[src/rtl/circulant_transpose_ctrl_if.sv]
// -----------------------------------------------------------------------------
// circulant_transpose_ctrl_if
//
// Bundles every non-clock signal of the circulant transpose sequencer:
//   producer stream : in_data, in_valid, in_ready
//   consumer stream : out_data, out_valid, out_ready, out_last_row, out_last
//   store write port: mem_write_en, mem_write_row, mem_write_col, mem_data_in
//   store read port : mem_read_en, mem_read_row, mem_read_col, mem_data_out
//
// modport master : the sequencer's view (drives in_ready, out_*, mem_* strobes)
// modport slave  : the surroundings' view (producer, consumer and store)
// -----------------------------------------------------------------------------
interface circulant_transpose_ctrl_if #(
    parameter int N      = 4,
    parameter int DATA_W = 8
) ();
    localparam int AW = $clog2(N);

    logic [DATA_W-1:0] in_data;
    logic              in_valid;
    logic              in_ready;

    logic [DATA_W-1:0] out_data;
    logic              out_valid;
    logic              out_ready;
    logic              out_last_row;
    logic              out_last;

    logic              mem_write_en;
    logic [AW-1:0]     mem_write_row;
    logic [AW-1:0]     mem_write_col;
    logic [DATA_W-1:0] mem_data_in;

    logic              mem_read_en;
    logic [AW-1:0]     mem_read_row;
    logic [AW-1:0]     mem_read_col;
    logic [DATA_W-1:0] mem_data_out;

    modport master (
        input  in_data, in_valid, out_ready, mem_data_out,
        output in_ready, out_data, out_valid, out_last_row, out_last,
        output mem_write_en, mem_write_row, mem_write_col, mem_data_in,
        output mem_read_en, mem_read_row, mem_read_col
    );

    modport slave (
        output in_data, in_valid, out_ready, mem_data_out,
        input  in_ready, out_data, out_valid, out_last_row, out_last,
        input  mem_write_en, mem_write_row, mem_write_col, mem_data_in,
        input  mem_read_en, mem_read_row, mem_read_col
    );
endinterface

[src/rtl/circulant_transpose_ctrl.sv]
// -----------------------------------------------------------------------------
// circulant_transpose_ctrl
//
// Accepts one NxN matrix as a row-major valid/ready stream, writes it into the
// circulant store, then drains the transposed matrix row-major. The store has a
// one-cycle registered read; returning data lands in a 2-entry skid FIFO (with
// bypass when empty) so downstream backpressure never loses an element.
//
// Ports:
//   clk        clock, rising edge
//   rst_n      asynchronous active-low reset
//   xpose_sel  (only with XPOSE_SELECT_EN) 1 = transposed, 0 = pass-through,
//              sampled on the FILL->DRAIN transition
//   bus        circulant_transpose_ctrl_if.master (streams + store ports)
//
// Build option: define XPOSE_SELECT_EN to add xpose_sel; otherwise the output
// is always the transpose.
// -----------------------------------------------------------------------------
module circulant_transpose_ctrl #(
    parameter int N      = 4,
    parameter int DATA_W = 8
) (
    input  logic clk,
    input  logic rst_n,
`ifdef XPOSE_SELECT_EN
    input  logic xpose_sel,
`endif
    circulant_transpose_ctrl_if.master bus
);
    localparam int AW = $clog2(N);
    localparam logic [AW-1:0] LAST = AW'(N - 1);

    typedef enum logic [1:0] {S_IDLE = 2'd0, S_FILL = 2'd1, S_DRAIN = 2'd2} state_t;

    state_t            state_q, state_d;
    logic [AW-1:0]     wr_row_q, wr_row_d, wr_col_q, wr_col_d;
    logic [AW-1:0]     rd_i_q, rd_i_d, rd_j_q, rd_j_d;
    logic              rd_done_q, rd_done_d;
    // Read issued last cycle: its data is on mem_data_out this cycle.
    logic              fl_valid_q, fl_valid_d;
    logic              fl_last_row_q, fl_last_row_d, fl_last_q, fl_last_d;
    logic [DATA_W-1:0] fifo_data_q [2];
    logic [DATA_W-1:0] fifo_data_d [2];
    logic              fifo_lr_q [2];
    logic              fifo_lr_d [2];
    logic              fifo_last_q [2];
    logic              fifo_last_d [2];
    logic              head_q, head_d, tail_q, tail_d;
    logic [1:0]        count_q, count_d;

    logic wr_fire, rd_issue, out_fire, head_valid, head_last, fifo_push, fifo_pop;
    logic xpose_now;

    // ---------------- state register ----------------
    always_ff @(posedge clk or negedge rst_n) begin
        if (!rst_n) state_q <= S_IDLE;
        else        state_q <= state_d;
    end

    // ---------------- next-state logic ----------------
    always_comb begin
        state_d = state_q;
        unique case (state_q)
            S_IDLE:  state_d = S_FILL;
            S_FILL:  if (wr_fire && wr_row_q == LAST && wr_col_q == LAST) state_d = S_DRAIN;
            S_DRAIN: if (out_fire && head_last) state_d = S_FILL;
            default: state_d = S_IDLE;
        endcase
    end

    // ---------------- output logic ----------------
    always_comb begin
        bus.in_ready = (state_q == S_FILL);
        wr_fire      = (state_q == S_FILL) && bus.in_valid;
        // In-flight read plus skid occupancy bounds outstanding data to 2.
        rd_issue     = (state_q == S_DRAIN) && !rd_done_q
                       && (({1'b0, fl_valid_q} + count_q) < 2'd2);

        bus.mem_write_en  = wr_fire;
        bus.mem_write_row = wr_fire ? wr_row_q : '0;
        bus.mem_write_col = wr_fire ? wr_col_q : '0;
        bus.mem_data_in   = wr_fire ? bus.in_data : '0;

        bus.mem_read_en  = rd_issue;
        bus.mem_read_row = '0;
        bus.mem_read_col = '0;
        if (rd_issue) begin
            bus.mem_read_row = xpose_now ? rd_j_q : rd_i_q;
            bus.mem_read_col = xpose_now ? rd_i_q : rd_j_q;
        end

        // Head is the oldest FIFO entry, or the returning read when the FIFO is empty.
        head_valid       = 1'b0;
        head_last        = 1'b0;
        bus.out_data     = '0;
        bus.out_last_row = 1'b0;
        if (count_q != 2'd0) begin
            head_valid       = 1'b1;
            bus.out_data     = fifo_data_q[head_q];
            bus.out_last_row = fifo_lr_q[head_q];
            head_last        = fifo_last_q[head_q];
        end else if (fl_valid_q) begin
            head_valid       = 1'b1;
            bus.out_data     = bus.mem_data_out;
            bus.out_last_row = fl_last_row_q;
            head_last        = fl_last_q;
        end
        bus.out_valid = head_valid;
        bus.out_last  = head_last;
        out_fire      = head_valid && bus.out_ready;
    end

    // ---------------- counters and skid FIFO ----------------
    always_comb begin
        wr_row_d      = wr_row_q;
        wr_col_d      = wr_col_q;
        rd_i_d        = rd_i_q;
        rd_j_d        = rd_j_q;
        rd_done_d     = rd_done_q;
        fl_valid_d    = rd_issue;
        fl_last_row_d = (rd_j_q == LAST);
        fl_last_d     = (rd_i_q == LAST) && (rd_j_q == LAST);
        fifo_data_d   = fifo_data_q;
        fifo_lr_d     = fifo_lr_q;
        fifo_last_d   = fifo_last_q;
        head_d        = head_q;
        tail_d        = tail_q;

        // Counters wrap modulo N, so the final write leaves both at zero.
        if (wr_fire) begin
            wr_col_d = wr_col_q + AW'(1);
            if (wr_col_q == LAST) wr_row_d = wr_row_q + AW'(1);
        end
        if (rd_issue) begin
            rd_j_d = rd_j_q + AW'(1);
            if (rd_j_q == LAST) begin
                rd_i_d = rd_i_q + AW'(1);
                if (rd_i_q == LAST) rd_done_d = 1'b1;
            end
        end
        if (state_q == S_DRAIN && state_d == S_FILL) rd_done_d = 1'b0;

        // Returning data is captured unless it is consumed straight through.
        fifo_pop  = out_fire && (count_q != 2'd0);
        fifo_push = fl_valid_q && !(out_fire && count_q == 2'd0);
        if (fifo_push) begin
            fifo_data_d[tail_q] = bus.mem_data_out;
            fifo_lr_d[tail_q]   = fl_last_row_q;
            fifo_last_d[tail_q] = fl_last_q;
            tail_d              = ~tail_q;
        end
        if (fifo_pop) head_d = ~head_q;
        count_d = count_q + {1'b0, fifo_push} - {1'b0, fifo_pop};
    end

    always_ff @(posedge clk or negedge rst_n) begin
        if (!rst_n) begin
            wr_row_q      <= '0;
            wr_col_q      <= '0;
            rd_i_q        <= '0;
            rd_j_q        <= '0;
            rd_done_q     <= 1'b0;
            fl_valid_q    <= 1'b0;
            fl_last_row_q <= 1'b0;
            fl_last_q     <= 1'b0;
            head_q        <= 1'b0;
            tail_q        <= 1'b0;
            count_q       <= 2'd0;
            for (int i = 0; i < 2; i++) begin
                fifo_data_q[i] <= '0;
                fifo_lr_q[i]   <= 1'b0;
                fifo_last_q[i] <= 1'b0;
            end
        end else begin
            wr_row_q      <= wr_row_d;
            wr_col_q      <= wr_col_d;
            rd_i_q        <= rd_i_d;
            rd_j_q        <= rd_j_d;
            rd_done_q     <= rd_done_d;
            fl_valid_q    <= fl_valid_d;
            fl_last_row_q <= fl_last_row_d;
            fl_last_q     <= fl_last_d;
            head_q        <= head_d;
            tail_q        <= tail_d;
            count_q       <= count_d;
            for (int i = 0; i < 2; i++) begin
                fifo_data_q[i] <= fifo_data_d[i];
                fifo_lr_q[i]   <= fifo_lr_d[i];
                fifo_last_q[i] <= fifo_last_d[i];
            end
        end
    end

    // ---------------- read-orientation select ----------------
`ifdef XPOSE_SELECT_EN
    logic xpose_q, xpose_d;

    always_comb begin
        xpose_d = xpose_q;
        if (state_q == S_FILL && state_d == S_DRAIN) xpose_d = xpose_sel;
    end

    always_ff @(posedge clk or negedge rst_n) begin
        if (!rst_n) xpose_q <= 1'b1;
        else        xpose_q <= xpose_d;
    end

    assign xpose_now = xpose_q;
`else
    assign xpose_now = 1'b1;
`endif

endmodule

[src/flat_wrapper.sv]
// flat-port wrapper written by rule: the top's interface ports become plain ports
module circulant_transpose_ctrl_flat 
#(
    parameter int N      = 4,
    parameter int DATA_W = 8
)
  (clk, rst_n, bus_in_data, bus_in_valid, bus_out_ready, bus_mem_data_out, bus_in_ready, bus_out_data, bus_out_valid, bus_out_last_row, bus_out_last, bus_mem_write_en, bus_mem_write_row, bus_mem_write_col, bus_mem_data_in, bus_mem_read_en, bus_mem_read_row, bus_mem_read_col);
  circulant_transpose_ctrl_if #(.N(N), .DATA_W(DATA_W)) bus_i ();
  input  logic clk;
  input  logic rst_n;
  input wire logic [$bits(bus_i.in_data)-1:0] bus_in_data;
  input wire logic [$bits(bus_i.in_valid)-1:0] bus_in_valid;
  input wire logic [$bits(bus_i.out_ready)-1:0] bus_out_ready;
  input wire logic [$bits(bus_i.mem_data_out)-1:0] bus_mem_data_out;
  output wire logic [$bits(bus_i.in_ready)-1:0] bus_in_ready;
  output wire logic [$bits(bus_i.out_data)-1:0] bus_out_data;
  output wire logic [$bits(bus_i.out_valid)-1:0] bus_out_valid;
  output wire logic [$bits(bus_i.out_last_row)-1:0] bus_out_last_row;
  output wire logic [$bits(bus_i.out_last)-1:0] bus_out_last;
  output wire logic [$bits(bus_i.mem_write_en)-1:0] bus_mem_write_en;
  output wire logic [$bits(bus_i.mem_write_row)-1:0] bus_mem_write_row;
  output wire logic [$bits(bus_i.mem_write_col)-1:0] bus_mem_write_col;
  output wire logic [$bits(bus_i.mem_data_in)-1:0] bus_mem_data_in;
  output wire logic [$bits(bus_i.mem_read_en)-1:0] bus_mem_read_en;
  output wire logic [$bits(bus_i.mem_read_row)-1:0] bus_mem_read_row;
  output wire logic [$bits(bus_i.mem_read_col)-1:0] bus_mem_read_col;
  assign bus_i.in_data = bus_in_data;
  assign bus_i.in_valid = bus_in_valid;
  assign bus_i.out_ready = bus_out_ready;
  assign bus_i.mem_data_out = bus_mem_data_out;
  assign bus_in_ready = bus_i.in_ready;
  assign bus_out_data = bus_i.out_data;
  assign bus_out_valid = bus_i.out_valid;
  assign bus_out_last_row = bus_i.out_last_row;
  assign bus_out_last = bus_i.out_last;
  assign bus_mem_write_en = bus_i.mem_write_en;
  assign bus_mem_write_row = bus_i.mem_write_row;
  assign bus_mem_write_col = bus_i.mem_write_col;
  assign bus_mem_data_in = bus_i.mem_data_in;
  assign bus_mem_read_en = bus_i.mem_read_en;
  assign bus_mem_read_row = bus_i.mem_read_row;
  assign bus_mem_read_col = bus_i.mem_read_col;
  circulant_transpose_ctrl #(.N(N), .DATA_W(DATA_W)) u_core (.clk(clk), .rst_n(rst_n), .bus(bus_i));
endmodule
[config.mk]
export PLATFORM = sky130hd
export DESIGN_NAME = circulant_transpose_ctrl_flat
export DESIGN_NICKNAME = d
export VERILOG_FILES = /design/src/rtl/circulant_transpose_ctrl_if.sv /design/src/rtl/circulant_transpose_ctrl.sv /design/src/flat_wrapper.sv
export SDC_FILE = /design/constraint.sdc
export NUM_CORES = 1
export LEC_CHECK = 0
export BUFFER_PORTS_ARGS = -buffer_cell sky130_fd_sc_hd__buf_4
export CAP_MARGIN = 15
export CORE_UTILIZATION = 52
export CTS_CLUSTER_DIAMETER = 150
export DETAILED_ROUTE_END_ITERATION = 8
export GPL_TIMING_DRIVEN = 1
export PLACE_DENSITY_LB_ADDON = 0.05
export SYNTH_ARGS = -nofsm -noshare
export SYNTH_HDL_FRONTEND = slang
export SYNTH_SLANG_ARGS = --single-unit
[constraint.sdc]
create_clock -name clk -period 2.5 [get_ports clk]
set_clock_uncertainty 0.05 [all_clocks]
set_input_delay 0.375 -clock clk [delete_from_list [all_inputs] [get_ports clk]]
set_output_delay 0.375 -clock clk [all_outputs]
set_load 0.005 [all_outputs]
Yosys cells after proc, flatten, opt, wreduce, memory -nomap -nowiden:

Index checks and enable logic that the tools add are counted.

* flip-flop bits (word level): 38
* output and inout port bits: 30
* word-level logic and storage cells: 100

* add/sub/neg operators: 7
* $lt $le $gt $ge: 4
* equality and inequality tests: 7
* multiplexer cells: 36
* bitwise gates (word level): 4
* reduce and logical (&&, ||, !) cells: 24

Operator list (number)
* two-way mux 8 bit: 7
* two-way mux 1 bit: 17
* bitwise mux 16 bit: 1
* logical AND 1 bit: 13
* two-way mux 2 bit: 6
* == test 2 bit, second input constant: 5
* adder 2 x 1 -> 2 bit, second input constant: 4
* demux 8 bit (select 1 bit): 1
* nonzero test 2 bit: 4
* one-hot mux 2 bit (3 select lines): 1
* bitwise mux 2 bit: 2
* == test 2 x 1 -> 1 bit, second input constant: 2
* >= comparator 2 bit, second input constant: 2
* zero test 2 bit: 2
* NOT 1 -> 2 bit: 2
* AND reduction 2 bit: 2
* AND reduction 3 bit: 1
* adder 1 x 2 -> 2 bit: 1
* adder 2 x 1 -> 2 bit: 1
* zero test 1 bit: 2
* < comparator 2 x 1 -> 1 bit, second input constant: 1
* < comparator 2 bit, second input constant: 1
* NOT 1 bit: 2
* subtractor 2 x 1 -> 2 bit: 1
* demux 1 bit (select 1 bit): 1

Depth between registers and ports, before layout:

* depth after elaboration: 12
* gate-level depth with buffers: 7
* gate-level depth less buffers: 7

Worst setup path before layout:

No wires, ideal clock.

* path kind: register to register
* from: register u_core.count_q[0]
* to: register u_core.count_q[1]
* arrival: 1.614 ns
* slack: 0.712 ns
* cell stages (with the launch flop): 8
* path buffers: 0
* period minus slack after synthesis: 1.788 ns
* path through: dfrtp_1 > nor2_1 > nor2b_1 > ha_1 > inv_1 > ha_1 > xnor2_1 > xnor2_1

* elaborated cells on any way between the ends: 10

RTL lines
* start: declaration: line circulant_transpose_ctrl.sv:49 `logic [1:0] count_q, count_d;`
* start signal: assignment: line circulant_transpose_ctrl.sv:185 `count_q <= count_d;`
* nonzero test 2 bit *: line circulant_transpose_ctrl.sv:97, circulant_transpose_ctrl.sv:144
* two-way mux 1 bit: line circulant_transpose_ctrl.sv:97 `if (count_q != 2'd0) begin`
* logical AND 1 bit: line circulant_transpose_ctrl.sv:110 `out_fire = head_valid && bus.out_ready;`
* logical AND 1 bit *: line circulant_transpose_ctrl.sv:144 `fifo_pop = out_fire && (count_q != 2'd0);`
* net u_core.fifo_pop: line circulant_transpose_ctrl.sv:51 `logic wr_fire, rd_issue, out_fire, head_valid, head_last, fifo_push, fifo_pop;`
* subtractor 2 x 1 -> 2 bit *: line circulant_transpose_ctrl.sv:153 `count_d = count_q + {1'b0, fifo_push} - {1'b0, fifo_pop};`
* net u_core.count_d[1]: line circulant_transpose_ctrl.sv:49

Mark *: on every way through the listed nets, which the timed path passes. The rest lies on a longest branch.
A chain may end at the register's enable or synchronous reset.

Worst setup path after layout:

* from: register u_core.fl_valid_q
* to: output bus_mem_read_col[0]

* word-level cells in the longest chain between the ends: 4

Ends and longest elaborated chain
* start: declaration: line circulant_transpose_ctrl.sv:40 `logic fl_valid_q, fl_valid_d;`
* start signal: assignment: line circulant_transpose_ctrl.sv:180 `fl_valid_q <= fl_valid_d;`
* adder 1 x 2 -> 2 bit: line circulant_transpose_ctrl.sv:77 `&& (({1'b0, fl_valid_q} + count_q) < 2'd2);`
* < comparator 2 bit: line circulant_transpose_ctrl.sv:77
* logical AND 1 bit: line circulant_transpose_ctrl.sv:77
* two-way mux 2 bit: line circulant_transpose_ctrl.sv:87 `if (rd_issue) begin`
* end: declaration: line flat_wrapper.sv:26 `output wire logic [$bits(bus_i.mem_read_col)-1:0] bus_mem_read_col;`

Every way passes these cells.

==> impl_metrics.ini <==
[clock_tree]
worst_setup_hold_path_clk_slew_ns = 0.12
clock_tree.root_cell = clkbuf_4
ctsLongestPathBuffers = 2
cts.htree.levels = 2
tritoncts = built
total_clock_buffers_created_by_cts = 5
clock_insertion_delay_worst_skew_ns = 0.35
cts.sinks = 38

[placed_design]
port-buffer-count = 49
final_hpwl_dp_mm = 2.56
preCtsSetupSlack_ns = 0.505
gpl.final_weighted_congestion = 0.752
dp_cells = 247

[worst_setup_path]
setup.worst_path.start_class = flip-flop
cp_top_family = flip-flops
crit_path_top_delay_cell = dfrtp_2
cp_num_buf_inv = 1
worst-r2r-setup-slack_ns = 0.59
timing.critical_path.depth = 4
rr_worst_depth = 3
setup.worst_path.end_class = primary output
path_max_fanout = 13
data_arrival_time_of_the_critical_path_ns = 1.81
r2r-start = u_core.head_q
critPathCapture = bus_mem_read_col[0]
cp_slowest_stage_delay_ns = 0.52
first_element_of_the_critical_path = u_core.fl_valid_q
timing.setup.critical_path_class = reg -> out
crit_chain = nand3_1, a211oi_4, and2_1, buf_4
worst-endpoint-required_ns = 2.08
timing.rr.end = u_core.state_q[0]

[worst_hold_path]
min-delay-path-class = in -> reg

[synth]
synth.lib_cells_used.distinct = 30
yosys_warnings = 0
proportion_of_synthesized_chip_area_in_sequential_cells = 0.498
synthesized_area_um2 = 1910
postSynthNetCount = 184
syn-instance-count = 158
avgSynthCellArea_um2 = 12.1
yosysTopAreaCell = dfrtp_1
flip_flop_and_latch_count_after_synthesis = 38
netlist.area_leader.share = 0.498
synth_area_leaders = dfrtp_1, mux2_2, and2_1

[floorplan]
die_x_um = 62.6
rows = 21
fp.dieH_um = 62.6
starting_density_of_the_core = 0.559
die_ar_um2 = 3920
core_area_um2 = 3420
ioPinCount = 50

[routing]
postRouteWirelength_mm = 3.60
first_pass_iters = 4
detail_route.iter0.violations = 26
ant_nets = 0
routed_vias = 1317
remaining_drc_errors = 0
wl_per_cell_um = 14.0
route.detailed.vias_per_inst = 5.14

[timing]
timing.max_slew.rel_slack = 0.495
post-route-min-period_ns = 2.23
hold_violations = 0
tightestPinTransition_ns = 0.748
grt_setup_unrepaired = no
totalNegativeSetupSlack_ns = 0
finalCritPeriodShare = 0.893
holdWs_ns = 0.210
maxSlewViolCount = 0
final-setup-viol-count = 0
timing.final.ws_setup_ns = 0.268
max_freq_mhz = 448

[status]
run_status = completed

[finish]
antennaDiodeCount = 0
finish.utilization = 0.703
area_of_the_multi_input_gates_um2 = 902
seq_area_um2 = 952
final-instance-count-excl-fill = 256
final_layout_size_suffix_gt1_frac = 0.405
final.fill_count = 269
area_delta_synth_final_pct = 25.8
final_nets = 235

[grt]
global_route.overflow_total = 0
grt_usage = 0.205
pin_count_of_the_biggest_net_entering_global_routing = 39
first_global_vias = 1393
grt_first_pass_wirelength_mm = 6.15
grt_antenna_before_repair = 0

[power_and_ir_drop]
power.density_cell_area_nw_per_um2 = 790
irDropWorstVdd_v = 0.000519
p_leak_nw = 1.16

[flow_run]
max_capacitance_violation_count = 0
## cells in the mapped netlist
master and number:
a21o_1 1, and2_1 17, o31a_1 1, a2111o_1 1, mux2_2 23, inv_1 7, o22a_1 1, and2b_1 1
xor2_1 3, nand3_1 10, or2b_1 1, a32o_1 1, nor2_1 1, a211o_1 2, a41o_1 1, mux2_4 1
clkbuf_1 6, ha_1 6, a211oi_4 2, nor2b_1 2, o21ai_0 10, nand2_1 3, xnor2_1 5, dfrtp_1 38
o311ai_0 1, and3b_1 1, mux2i_1 9, a211oi_1 1, a21oi_1 1, buf_4 1
## worst min-delay path by stage
stage                             start                     to  cells past startpoint
floorplan                         rst_n      u_core.count_q[0]                      0
global placement                  rst_n  u_core.fifo_data_q[3]                      1
detailed placement                rst_n  u_core.fifo_data_q[3]                      1
CTS                 bus_mem_data_out[2]  u_core.fifo_data_q[2]                      2
global route        bus_mem_data_out[7]  u_core.fifo_data_q[7]                      2
finish              bus_mem_data_out[2]  u_core.fifo_data_q[2]                      2
## area by class of cell
class | count | share of cell area
multi-input combinational | 106 | 0.376
clock buffer | 5 | 0.0156
tap | 46 | 0.0240
sequential | 38 | 0.397
timing repair buffer | 51 | 0.161
clock inverter | 3 | 0.0167
inverter | 7 | 0.0109
## flip-flops by register name, summed over array words and instances (netlist names), 2 cells and up
| signal | count |
|---|---|
| u_core.fifo_lr_q | 2 |
| u_core.rd_j_q | 2 |
| u_core.state_q | 2 |
| u_core.wr_row_q | 2 |
| u_core.fifo_last_q | 2 |
| u_core.wr_col_q | 2 |
| u_core.fifo_data_q | 16 |
| u_core.rd_i_q | 2 |
| u_core.count_q | 2 |
## layout by cell type (no fill, tap or decap)
| cell type | Yosys | final |
|---|---|---|
| o311ai_0 | 1 | 1 |
| buf_4 | 1 | 50 |
| bufinv_16 | 0 | 1 |
| o21ai_0 | 10 | 10 |
| o31a_1 | 1 | 1 |
| a211oi_1 | 1 | 1 |
| a2111o_1 | 1 | 1 |
| inv_1 | 7 | 7 |
| mux2i_1 | 9 | 9 |
| mux2_4 | 1 | 1 |
| clkbuf_4 | 0 | 5 |
| nor2b_1 | 2 | 2 |
| mux2_2 | 23 | 23 |
| clkinv_2 | 0 | 2 |
| or2b_1 | 1 | 1 |
| and2b_1 | 1 | 1 |
| dfrtp_2 | 0 | 1 |
| and3b_1 | 1 | 1 |
| xnor2_1 | 5 | 5 |
| and2_1 | 17 | 17 |
| dfrtp_1 | 38 | 37 |
| nand2_1 | 3 | 3 |
| ha_1 | 6 | 6 |
| a21oi_1 | 1 | 1 |
| a41o_1 | 1 | 1 |
| a32o_1 | 1 | 1 |
| dlygate4sd3_1 | 0 | 1 |
| o22a_1 | 1 | 1 |
| a211o_1 | 2 | 2 |
| nand3_1 | 10 | 10 |
| xor2_1 | 3 | 3 |
| a21o_1 | 1 | 1 |
| a211oi_4 | 2 | 2 |
| nor2_1 | 1 | 1 |
## report_power, final
group | switching [mW] | leakage (nW) | total (mW) | internal (mW)
Sequential | 0.117 | 0.471 | 0.818 | 0.701
Clock | 0.205 | 0.0450 | 0.412 | 0.207
Combinational | 0.288 | 0.648 | 0.668 | 0.380
## repair_timing
item                                    in CTS  in global routing
setup buffers                                0                  0
gates resized for setup                      0                  1
endpoints found under the setup margin       0                  4
hold buffers                                 1                  0
hold endpoints to repair                    38                  0
## cells by family after synthesis
kind of cell | Yosys count | share of synthesized area
flops | 38 | 0.498
simple gates | 36 | 0.109
mux | 33 | 0.191
compound gates | 23 | 0.0970
buf+inv | 14 | 0.0295
xor+xnor | 8 | 0.0367
fa+ha+maj | 6 | 0.0393
## metrics by stage
stage	power, mW	instance area (um^2)
finish	1.90	2400
global route	2.02	2400
CTS	1.93	2400
detailed placement	1.51	2310
global placement	1.47	2310
floorplan	1.19	1910
## per-layer routing
| metal | GRT usage | wire (um) | vias to the layer above |
|---|---|---|---|
| met5 | 0 | 0 | - |
| met3 | 0.0566 | 192 | 6 |
| li1 | - | - | 655 |
| met1 | 0.235 | 1500 | 619 |
| met2 | 0.361 | 1830 | 37 |
| met4 | 0.0785 | 65 | 0 |
No activity file was read; power rests on OpenSTA's default activity.
